File: config.mk
export PLATFORM = sky130hd
export DESIGN_NAME = instruction_mnemonic_emitter
export DESIGN_NICKNAME = d
export VERILOG_FILES = /design/src/rtl/instruction_mnemonic_emitter.sv
export SDC_FILE = /design/constraint.sdc
export NUM_CORES = 1
export LEC_CHECK = 0
export BUFFER_PORTS_ARGS = -buffer_cell sky130_fd_sc_hd__buf_2
export CORE_MARGIN = 8
export CORE_UTILIZATION = 41
export CTS_BUF_LIST = sky130_fd_sc_hd__clkbuf_8
export DETAILED_ROUTE_END_ITERATION = 8
export GPL_TIMING_DRIVEN = 0
export MAX_ROUTING_LAYER = met4
export SLEW_MARGIN = 20
export SYNTH_ARGS = -nofsm -noshare
export SYNTH_HDL_FRONTEND = slang
export SYNTH_SLANG_ARGS = --single-unit
File: constraint.sdc
create_clock -name clk_in -period 14.2 [get_ports clk_in]
set_input_delay 2.13 -clock clk_in [delete_from_list [all_inputs] [get_ports clk_in]]
set_output_delay 2.13 -clock clk_in [all_outputs]
set_load 0.01 [all_outputs]
File: src/rtl/instruction_mnemonic_emitter.sv
// RV32I mnemonic emitter: decodes an instruction word and streams its
// mnemonic as ASCII bytes plus a delimiter over a valid/ready byte port.
module instruction_mnemonic_emitter #(
    parameter logic [7:0] DELIM_CHAR = 8'h20,
    parameter bit         UPPERCASE  = 1'b0
) (
    input  logic        clk_in,
    input  logic        rst_n_in,
    input  logic        start_in,
    input  logic [31:0] inst_in,
    input  logic        char_ready_in,
    output logic [7:0]  char_out,
    output logic        char_valid,
    output logic        done_flag,
    output logic        error_flag,
    output logic        busy_flag
);

    typedef enum logic [2:0] {
        IDLE,
        LOOKUP,
        EMIT,
        DELIM,
        DONE,
        ERROR
    } state_e;

    state_e      state_q, state_d;
    logic [31:0] inst_q;
    logic [7:0]  buf_q [5];
    logic [2:0]  len_q;
    logic [2:0]  idx_q, idx_d;

    logic [6:0]  opc;
    logic [2:0]  f3;
    logic [6:0]  f7;
    logic [39:0] m;
    logic [39:0] dec_str;
    logic [2:0]  dec_len;
    logic        dec_ok;
    logic [7:0]  cur;

    assign opc = inst_q[6:0];
    assign f3  = inst_q[14:12];
    assign f7  = inst_q[31:25];

    // Mnemonic is right-justified in m; an all-zero m marks an undecodable word.
    always_comb begin
        m = '0;
        case (opc)
            7'b0110011: begin
                if (f7 == 7'b0000000) begin
                    case (f3)
                        3'd0: m = {16'h0, "add"};
                        3'd1: m = {16'h0, "sll"};
                        3'd2: m = {16'h0, "slt"};
                        3'd3: m = {8'h0, "sltu"};
                        3'd4: m = {16'h0, "xor"};
                        3'd5: m = {16'h0, "srl"};
                        3'd6: m = {24'h0, "or"};
                        default: m = {16'h0, "and"};
                    endcase
                end else if (f7 == 7'b0100000) begin
                    if (f3 == 3'd0) m = {16'h0, "sub"};
                    else if (f3 == 3'd5) m = {16'h0, "sra"};
                end
            end
            7'b0010011: begin
                case (f3)
                    3'd0: m = {8'h0, "addi"};
                    3'd1: if (f7 == 7'b0000000) m = {8'h0, "slli"};
                    3'd2: m = {8'h0, "slti"};
                    3'd3: m = "sltiu";
                    3'd4: m = {8'h0, "xori"};
                    3'd5: begin
                        if (f7 == 7'b0000000) m = {8'h0, "srli"};
                        else if (f7 == 7'b0100000) m = {8'h0, "srai"};
                    end
                    3'd6: m = {16'h0, "ori"};
                    default: m = {8'h0, "andi"};
                endcase
            end
            7'b0000011: begin
                case (f3)
                    3'd0: m = {24'h0, "lb"};
                    3'd1: m = {24'h0, "lh"};
                    3'd2: m = {24'h0, "lw"};
                    3'd4: m = {16'h0, "lbu"};
                    3'd5: m = {16'h0, "lhu"};
                    default: m = '0;
                endcase
            end
            7'b0100011: begin
                case (f3)
                    3'd0: m = {24'h0, "sb"};
                    3'd1: m = {24'h0, "sh"};
                    3'd2: m = {24'h0, "sw"};
                    default: m = '0;
                endcase
            end
            7'b1100011: begin
                case (f3)
                    3'd0: m = {16'h0, "beq"};
                    3'd1: m = {16'h0, "bne"};
                    3'd4: m = {16'h0, "blt"};
                    3'd5: m = {16'h0, "bge"};
                    3'd6: m = {8'h0, "bltu"};
                    3'd7: m = {8'h0, "bgeu"};
                    default: m = '0;
                endcase
            end
            7'b1101111: m = {16'h0, "jal"};
            7'b1100111: if (f3 == 3'd0) m = {8'h0, "jalr"};
            7'b0110111: m = {16'h0, "lui"};
            7'b0010111: m = "auipc";
            default:    m = '0;
        endcase
    end

    always_comb begin
        dec_len = '0;
        for (int i = 0; i < 5; i++) begin
            if (m[8*i +: 8] != 8'h00) dec_len = dec_len + 3'd1;
        end
    end

    assign dec_ok  = |m;
    assign dec_str = m << {3'd5 - dec_len, 3'b000};

    // The buffer holds lowercase letters only, so case folding is a subtract.
    assign cur = UPPERCASE ? buf_q[idx_q] - 8'h20 : buf_q[idx_q];

    always_comb begin
        state_d    = state_q;
        idx_d      = idx_q;
        char_out   = 8'h00;
        char_valid = 1'b0;
        done_flag  = 1'b0;
        error_flag = 1'b0;
        busy_flag  = (state_q != IDLE);
        unique case (state_q)
            IDLE: begin
                idx_d = '0;
                if (start_in) state_d = LOOKUP;
            end
            LOOKUP: begin
                idx_d   = '0;
                state_d = dec_ok ? EMIT : ERROR;
            end
            EMIT: begin
                char_valid = 1'b1;
                char_out   = cur;
                if (char_ready_in) begin
                    if (idx_q == len_q - 3'd1) state_d = DELIM;
                    else idx_d = idx_q + 3'd1;
                end
            end
            DELIM: begin
                char_valid = 1'b1;
                char_out   = DELIM_CHAR;
                if (char_ready_in) state_d = DONE;
            end
            DONE: begin
                done_flag = 1'b1;
                state_d   = IDLE;
            end
            ERROR: begin
                error_flag = 1'b1;
                state_d    = IDLE;
            end
            default: state_d = IDLE;
        endcase
    end

    always_ff @(posedge clk_in or negedge rst_n_in) begin
        if (!rst_n_in) begin
            state_q <= IDLE;
            inst_q  <= '0;
            len_q   <= '0;
            idx_q   <= '0;
            for (int i = 0; i < 5; i++) buf_q[i] <= 8'h00;
        end else begin
            state_q <= state_d;
            idx_q   <= idx_d;
            if (state_q == IDLE && start_in) inst_q <= inst_in;
            if (state_q == LOOKUP) begin
                len_q <= dec_len;
                for (int i = 0; i < 5; i++) buf_q[i] <= dec_str[8*(4-i) +: 8];
            end
        end
    end

endmodule
== Word level (Yosys, flattened, before mapping) ==
Cells that the tools add are included.
Word-level totals
  bits in registers: 81
  input port bits: 36
  output and inout port bits: 12
Cells by class
  add/subtract/negate cells: 7
  order comparisons: 1
  equality and inequality tests: 28
  shifts and indexed selects: 1
  muxes and demuxes: 35
  bitwise gates (word level): 1
  reduce and logical (&&, ||, !) cells: 16
Operators with widths (number)
  $pmux W40 S9: 1
  $pmux W39 S7: 1
  $pmux W31 S7: 1
  $pmux W31 S6: 1
  $mux W31: 4
  $pmux W23 S5: 1
  $mux W23: 3
  $pmux W15 S3: 1
  $mux W40: 1
  $reduce_bool A8 Y1: 5
  $reduce_or A40 Y1: 1
  $shl A40 B6 Y40: 1
  $mux W3: 11
  $eq A7 B6 Y1 const B: 4
  $bmux W8 S3: 1
  $eq A7 B7 Y1 const B: 3
  $eq A3 B3 Y1 const B: 6
  $mux W8: 2
  $pmux W8 S2: 1
  $add A3 B1 Y3 const B: 5
  $eq A7 B5 Y1 const B: 2
  $eq A3 B2 Y1 const B: 4
  $pmux W3 S4: 1
  $ne A2 B2 Y1 const B: 5
  17 further kinds: 23

== Depth between registers and ports, before layout ==
  depth in word-level cells: 18
  mapped depth: 24
  depth with buffers taken out: 21

== Worst setup path after synthesis ==
No wires, ideal clock.
  path type: register to register
  start point: register inst_q[13]
  end point: register buf_q[26] in the netlist's numbering
  setup time: 0.077 ns
  data arrival time: 4.959 ns
  required time: 14.123 ns
  slack: 9.165 ns
  cell stages (with the launch flop): 22
  buffers on the path: 3
  period minus slack after synthesis: 5.035 ns
  cell sequence: dfrtp_1 -> clkbuf_1 -> clkbuf_1 -> o21ai_0 -> a2111oi_0 -> o2111ai_1 -> inv_1 -> ha_1 -> inv_1 -> xnor2_1 -> inv_1 -> ha_1 -> a31oi_1 -> a31oi_4 -> ha_1 -> nor4b_1 -> xnor2_2 -> xnor2_2 -> buf_4 -> nand2_2 -> o32a_1 -> o21ai_1
Between the ends
  longest elaborated chain between the ends: 18
  elaborated cells on any way between the ends: 35
Ends and longest elaborated chain
  start, declared: RTL line 29  | logic [31:0] inst_q;
  start signal, assigned: RTL line 185  | if (state_q == IDLE && start_in) inst_q <= inst_in;
  $eq A3 B3 Y1
  $mux W23: RTL line 65  | else if (f3 == 3'd5) m = {16'h0, "sra"};
  $mux W23: RTL line 64  | if (f3 == 3'd0) m = {16'h0, "sub"};
  $mux W23: RTL line 63  | end else if (f7 == 7'b0100000) begin
  $mux W40: RTL line 52  | if (f7 == 7'b0000000) begin
  $pmux W40 S9 *: RTL line 50  | case (opc)
  $reduce_bool A8 Y1: RTL line 123  | if (m[8*i +: 8] != 8'h00) dec_len = dec_len + 3'd1;
  $mux W1: RTL line 123
  (+2 left out)
  $add A3 B1 Y3: RTL line 123
  $mux W3: RTL line 123
  $add A3 B1 Y3: RTL line 123
  $mux W3: RTL line 123
  $add A3 B1 Y3: RTL line 123
  $mux W3: RTL line 123
  $sub A3 B3 Y3: RTL line 128  | assign dec_str = m << {3'd5 - dec_len, 3'b000};
  $shl A40 B6 Y40 *: RTL line 128
  end, declared: RTL line 30  | logic [7:0] buf_q [5];
Every way passes the cells marked *; elsewhere a longest branch is shown, timed or not.
A chain may end at the register's enable or synchronous reset.

== Worst setup path in the final report ==
  start point: register inst_q[13]
  end point: register buf_q[24] in the netlist's numbering
The elaborated chain is that of the path after synthesis.

==> metrics.md <==
| Metric | Value |
|---|---|
| I/O Buffers | 31 |
| CTS tree | built |
| Antenna-violating nets left | 0 |
| Peak supply drop | 95.0 uV |
| CP max-delay cell | a2111oi_0 |
| Initial Utilization | 41.3% |
| Remaining DRCs | 0 |
| Mean area per synthesized cell | 8.44 um2 |
| Hold Crit Class | flop to flop |
| Slew HR | 43.5% |
| DRT iter0 DRCs | 415 |
| Nets | 629 |
| Layout cells sized above 1 | 18.9% |
| Final core occ | 45.4% |
| Fin Setup TNS | 0 ps |
| Finished Layout Cells | 731 |
| Syn Nets | 591 |
| Critical path peak fanout | 10 |
| Final Hold Viols | 0 |
| Finish-stage setup viols | 0 |
| Htree depth | 2 |
| Grt total ovfl | 0 |
| Synth unique cells | 82 |
| Worst path cell trace | clkbuf_1 > clkbuf_1 > o21ai_0 > a2111oi_0 > o2111ai_1 > inv_1 > ha_1 > inv_1 > xnor2_1 > inv_1 > ha_1 > a31oi_1 > a31oi_4 > ha_1 > nor4b_1 > xnor2_2 > xor2_1 > nand2b_1 > o221ai_1 > o21a_1 |
| Leak Pwr | 2.06 nW |
| Crit. End Element | flop |
| Dpl hpwl | 12000 um |
| Core area | 11200 um2 |
| CTS sink cnt | 56 |
| Height of the die | 122 um |
| Ys flop type | dfrtp_1 |
| Critical path buffers and inverters | 5 |
| Synth warn | 0 |
| WHS Path Cells | 2 |
| Sequential-to-total area share from yosys stat | 30.2% |
| Worst-path clk slew | 100 ps |
| Die width | 122 um |
| Final Critical Period | 6850 ps |
| WP data required | 14470 ps |
| Async SR Flop Fraction | 100% |
| PD cells | 188 nW/um2 |
| EDFF count, synth | 0 |
| CP peak stage delay | 650 ps |
| Area of the die | 15000 um2 |
| RSZ-0062 raised after global routing | no |
| Reg2Reg Depth | 20 |
| Initial antenna violation count | 0 |
| Critical Path AT | 7120 ps |
| GP Congestion | 0.947 |
| Period utilisation layout | 48.2% |
| Post-DR wirelength/cell | 20.8 um |
| Fmax | 146 MHz |
| Worst Skew | 9.96 ps |
| Pins Over Slew Limit | 0 |
| Detailed-route via count | 4455 |
| TritonRoute pass-1 iters | 5 |
| Largest net degree at the start of global routing | 57 |
| Top-Level Pins | 48 |
| Critical Path Source Type | flop |
| WP depth | 20 |
| Root buf cell | clkbuf_8 |
| Cell Area, Synth | 4630 um2 |
| Vias per cell | 6.09 |
| Detailed Route WL | 15200 um |
| Crit-path leading delay family | compound AO/OA/AOI/OAI gates |
| MaxCap Viol Count | 0 |
| Post-CTS resize count | 0 |
| Ant. Diodes | 0 |
| GRT Util Overall | 21.7% |
| First-pass GRT wire length | 24500 um |
| Max Buffers Root-to-Sink | 2 |
| Vias in the first global route | 4391 |
| Num rows | 39 |
| Synth Register Bits | 56 |
| Commonest non-fill, non-tap cells in the layout | 60 x nand2_1, 56 x dfrtp_1, 50 x o21ai_0 |
| Num CTS Buffers | 5 |
| Area grow syn2layout | 9.99% |
| Critical path type | flop to flop |
| Worst-Margin Slew | 841 ps |
| Cells after Synth | 549 |
| Placed insts | 723 |
| Status | completed |
| Post-CTS setup buffers | 0 |
| CTS Hold Bufs | 0 |
| Skew-Pair Late Insertion Delay | 320 ps |
| Commonest non-fill, non-tap cell in the layout | nand2_1 |
## sequential cells by signal, summed over array words and instances, names as in the netlist
signal / count
state_q: 3
buf_q: 30
idx_q: 3
len_q: 3
inst_q: 17
## stage by stage
step           instance area [um2]  power, mW  setup slack, ps  hold slack [ps]
6_report                      5100      0.957             7350              476
5_1_grt                       5100       1.03             6900              492
4_1_cts                       5100      0.955             7510              477
3_5_place_dp                  4970      0.836             7560              455
3_3_place_gp                  4970      0.838             7540              449
2_1_floorplan                 4630      0.669             9160              434
## Yosys cell counts (all sizes together) (3+ instances only)
cell | instances | area share [%]
nand2 | 61 | 5.0
dfrtp | 56 | 30
o21ai | 55 | 5.9
nor2 | 48 | 4.0
a21oi | 31 | 3.3
clkbuf | 26 | 2.3
buf | 20 | 3.3
nor3 | 19 | 2.1
nand3 | 18 | 1.9
mux2 | 17 | 4.1
nand2b | 15 | 2.0
inv | 14 | 1.1
a31oi | 13 | 2.4
nand4 | 12 | 1.6
o31ai | 11 | 1.8
mux2i | 8 | 1.8
xnor2 | 8 | 1.8
ha | 6 | 1.6
mux4 | 6 | 2.9
and2 | 5 | 0.67
and3 | 5 | 0.84
o211ai | 5 | 0.81
a211oi | 4 | 0.65
a221oi | 4 | 0.76
and3b | 4 | 0.78
nand3b | 4 | 0.65
nor3b | 4 | 0.65
o2111ai | 4 | 0.76
o21a | 4 | 0.65
o221ai | 4 | 1.1
xor2 | 4 | 0.76
a21o | 3 | 0.49
a2bb2oi | 3 | 0.57
a31o | 3 | 0.57
a32oi | 3 | 0.57
and4 | 3 | 0.70
nor2b | 3 | 0.41
nor4 | 3 | 0.73
o311ai | 3 | 1.1
or3 | 3 | 0.43
## final cells by class
cell class	count	area, um2
Buffer	47	272
Tap cell	143	179
Clock inverter	1	30.0
Inverter	14	52.6
Timing Repair Buffer	31	158
Sequential cell	56	1400
Clock buffer	7	96.3
Multi-Input combinational cell	432	2910
Fill cell	1135	6130
## worst reg2reg max path, delay by kind of cell (launching register included)
| family | cells | cell delay [ps] |
|---|---|---|
| XOR/XNOR | 3 | 1160 |
| adder cells (fa/ha/maj) | 3 | 810 |
| AND/OR/NAND/NOR | 2 | 680 |
| AO/OA/AOI/OAI | 7 | 2110 |
| flip-flops | 1 | 450 |
| buffers and inverters | 5 | 1570 |
## layer usage
layer	track usage, %	routed length, um	up-vias
met1	25.7	6570	2149
met2	36.1	7420	153
li1	-	-	2110
met4	9.14	571	0
met5	-	0	-
met3	3.27	668	43
## worst paths after layout
path	slack, ps	start	end
worst max-delay path	7350	inst_q[13]	buf_q[24]
worst min-delay path	480	buf_q[11]	buf_q[11]
worst max register to register	7350	inst_q[13]	buf_q[24]
worst min register to register	480	buf_q[11]	buf_q[11]
max in group asynchronous	11880	rst_n_in	buf_q[2]
min in group asynchronous	1850	rst_n_in	idx_q[0]
## where the power goes
group	switching, mW	internal [mW]
clock network	0.0530	0.0623
registers	0.0442	0.207
logic	0.379	0.211
## logic make-up (layout without fill, tap and decap cells)
| group | Yosys count | after routing | synth area share (%) |
|---|---|---|---|
| AO/OA/AOI/OAI | 169 | 169 | 25.5 |
| flip-flops | 56 | 56 | 30.2 |
| adder cells (fa/ha/maj) | 6 | 6 | 1.62 |
| buffers and inverters | 61 | 100 | 6.99 |
| XOR/XNOR | 12 | 12 | 2.59 |
| multiplexers | 31 | 31 | 8.86 |
| AND/OR/NAND/NOR | 213 | 213 | 24.1 |
| other | 1 | 1 | 0.0809 |
(Power assumes the default switching activity.)
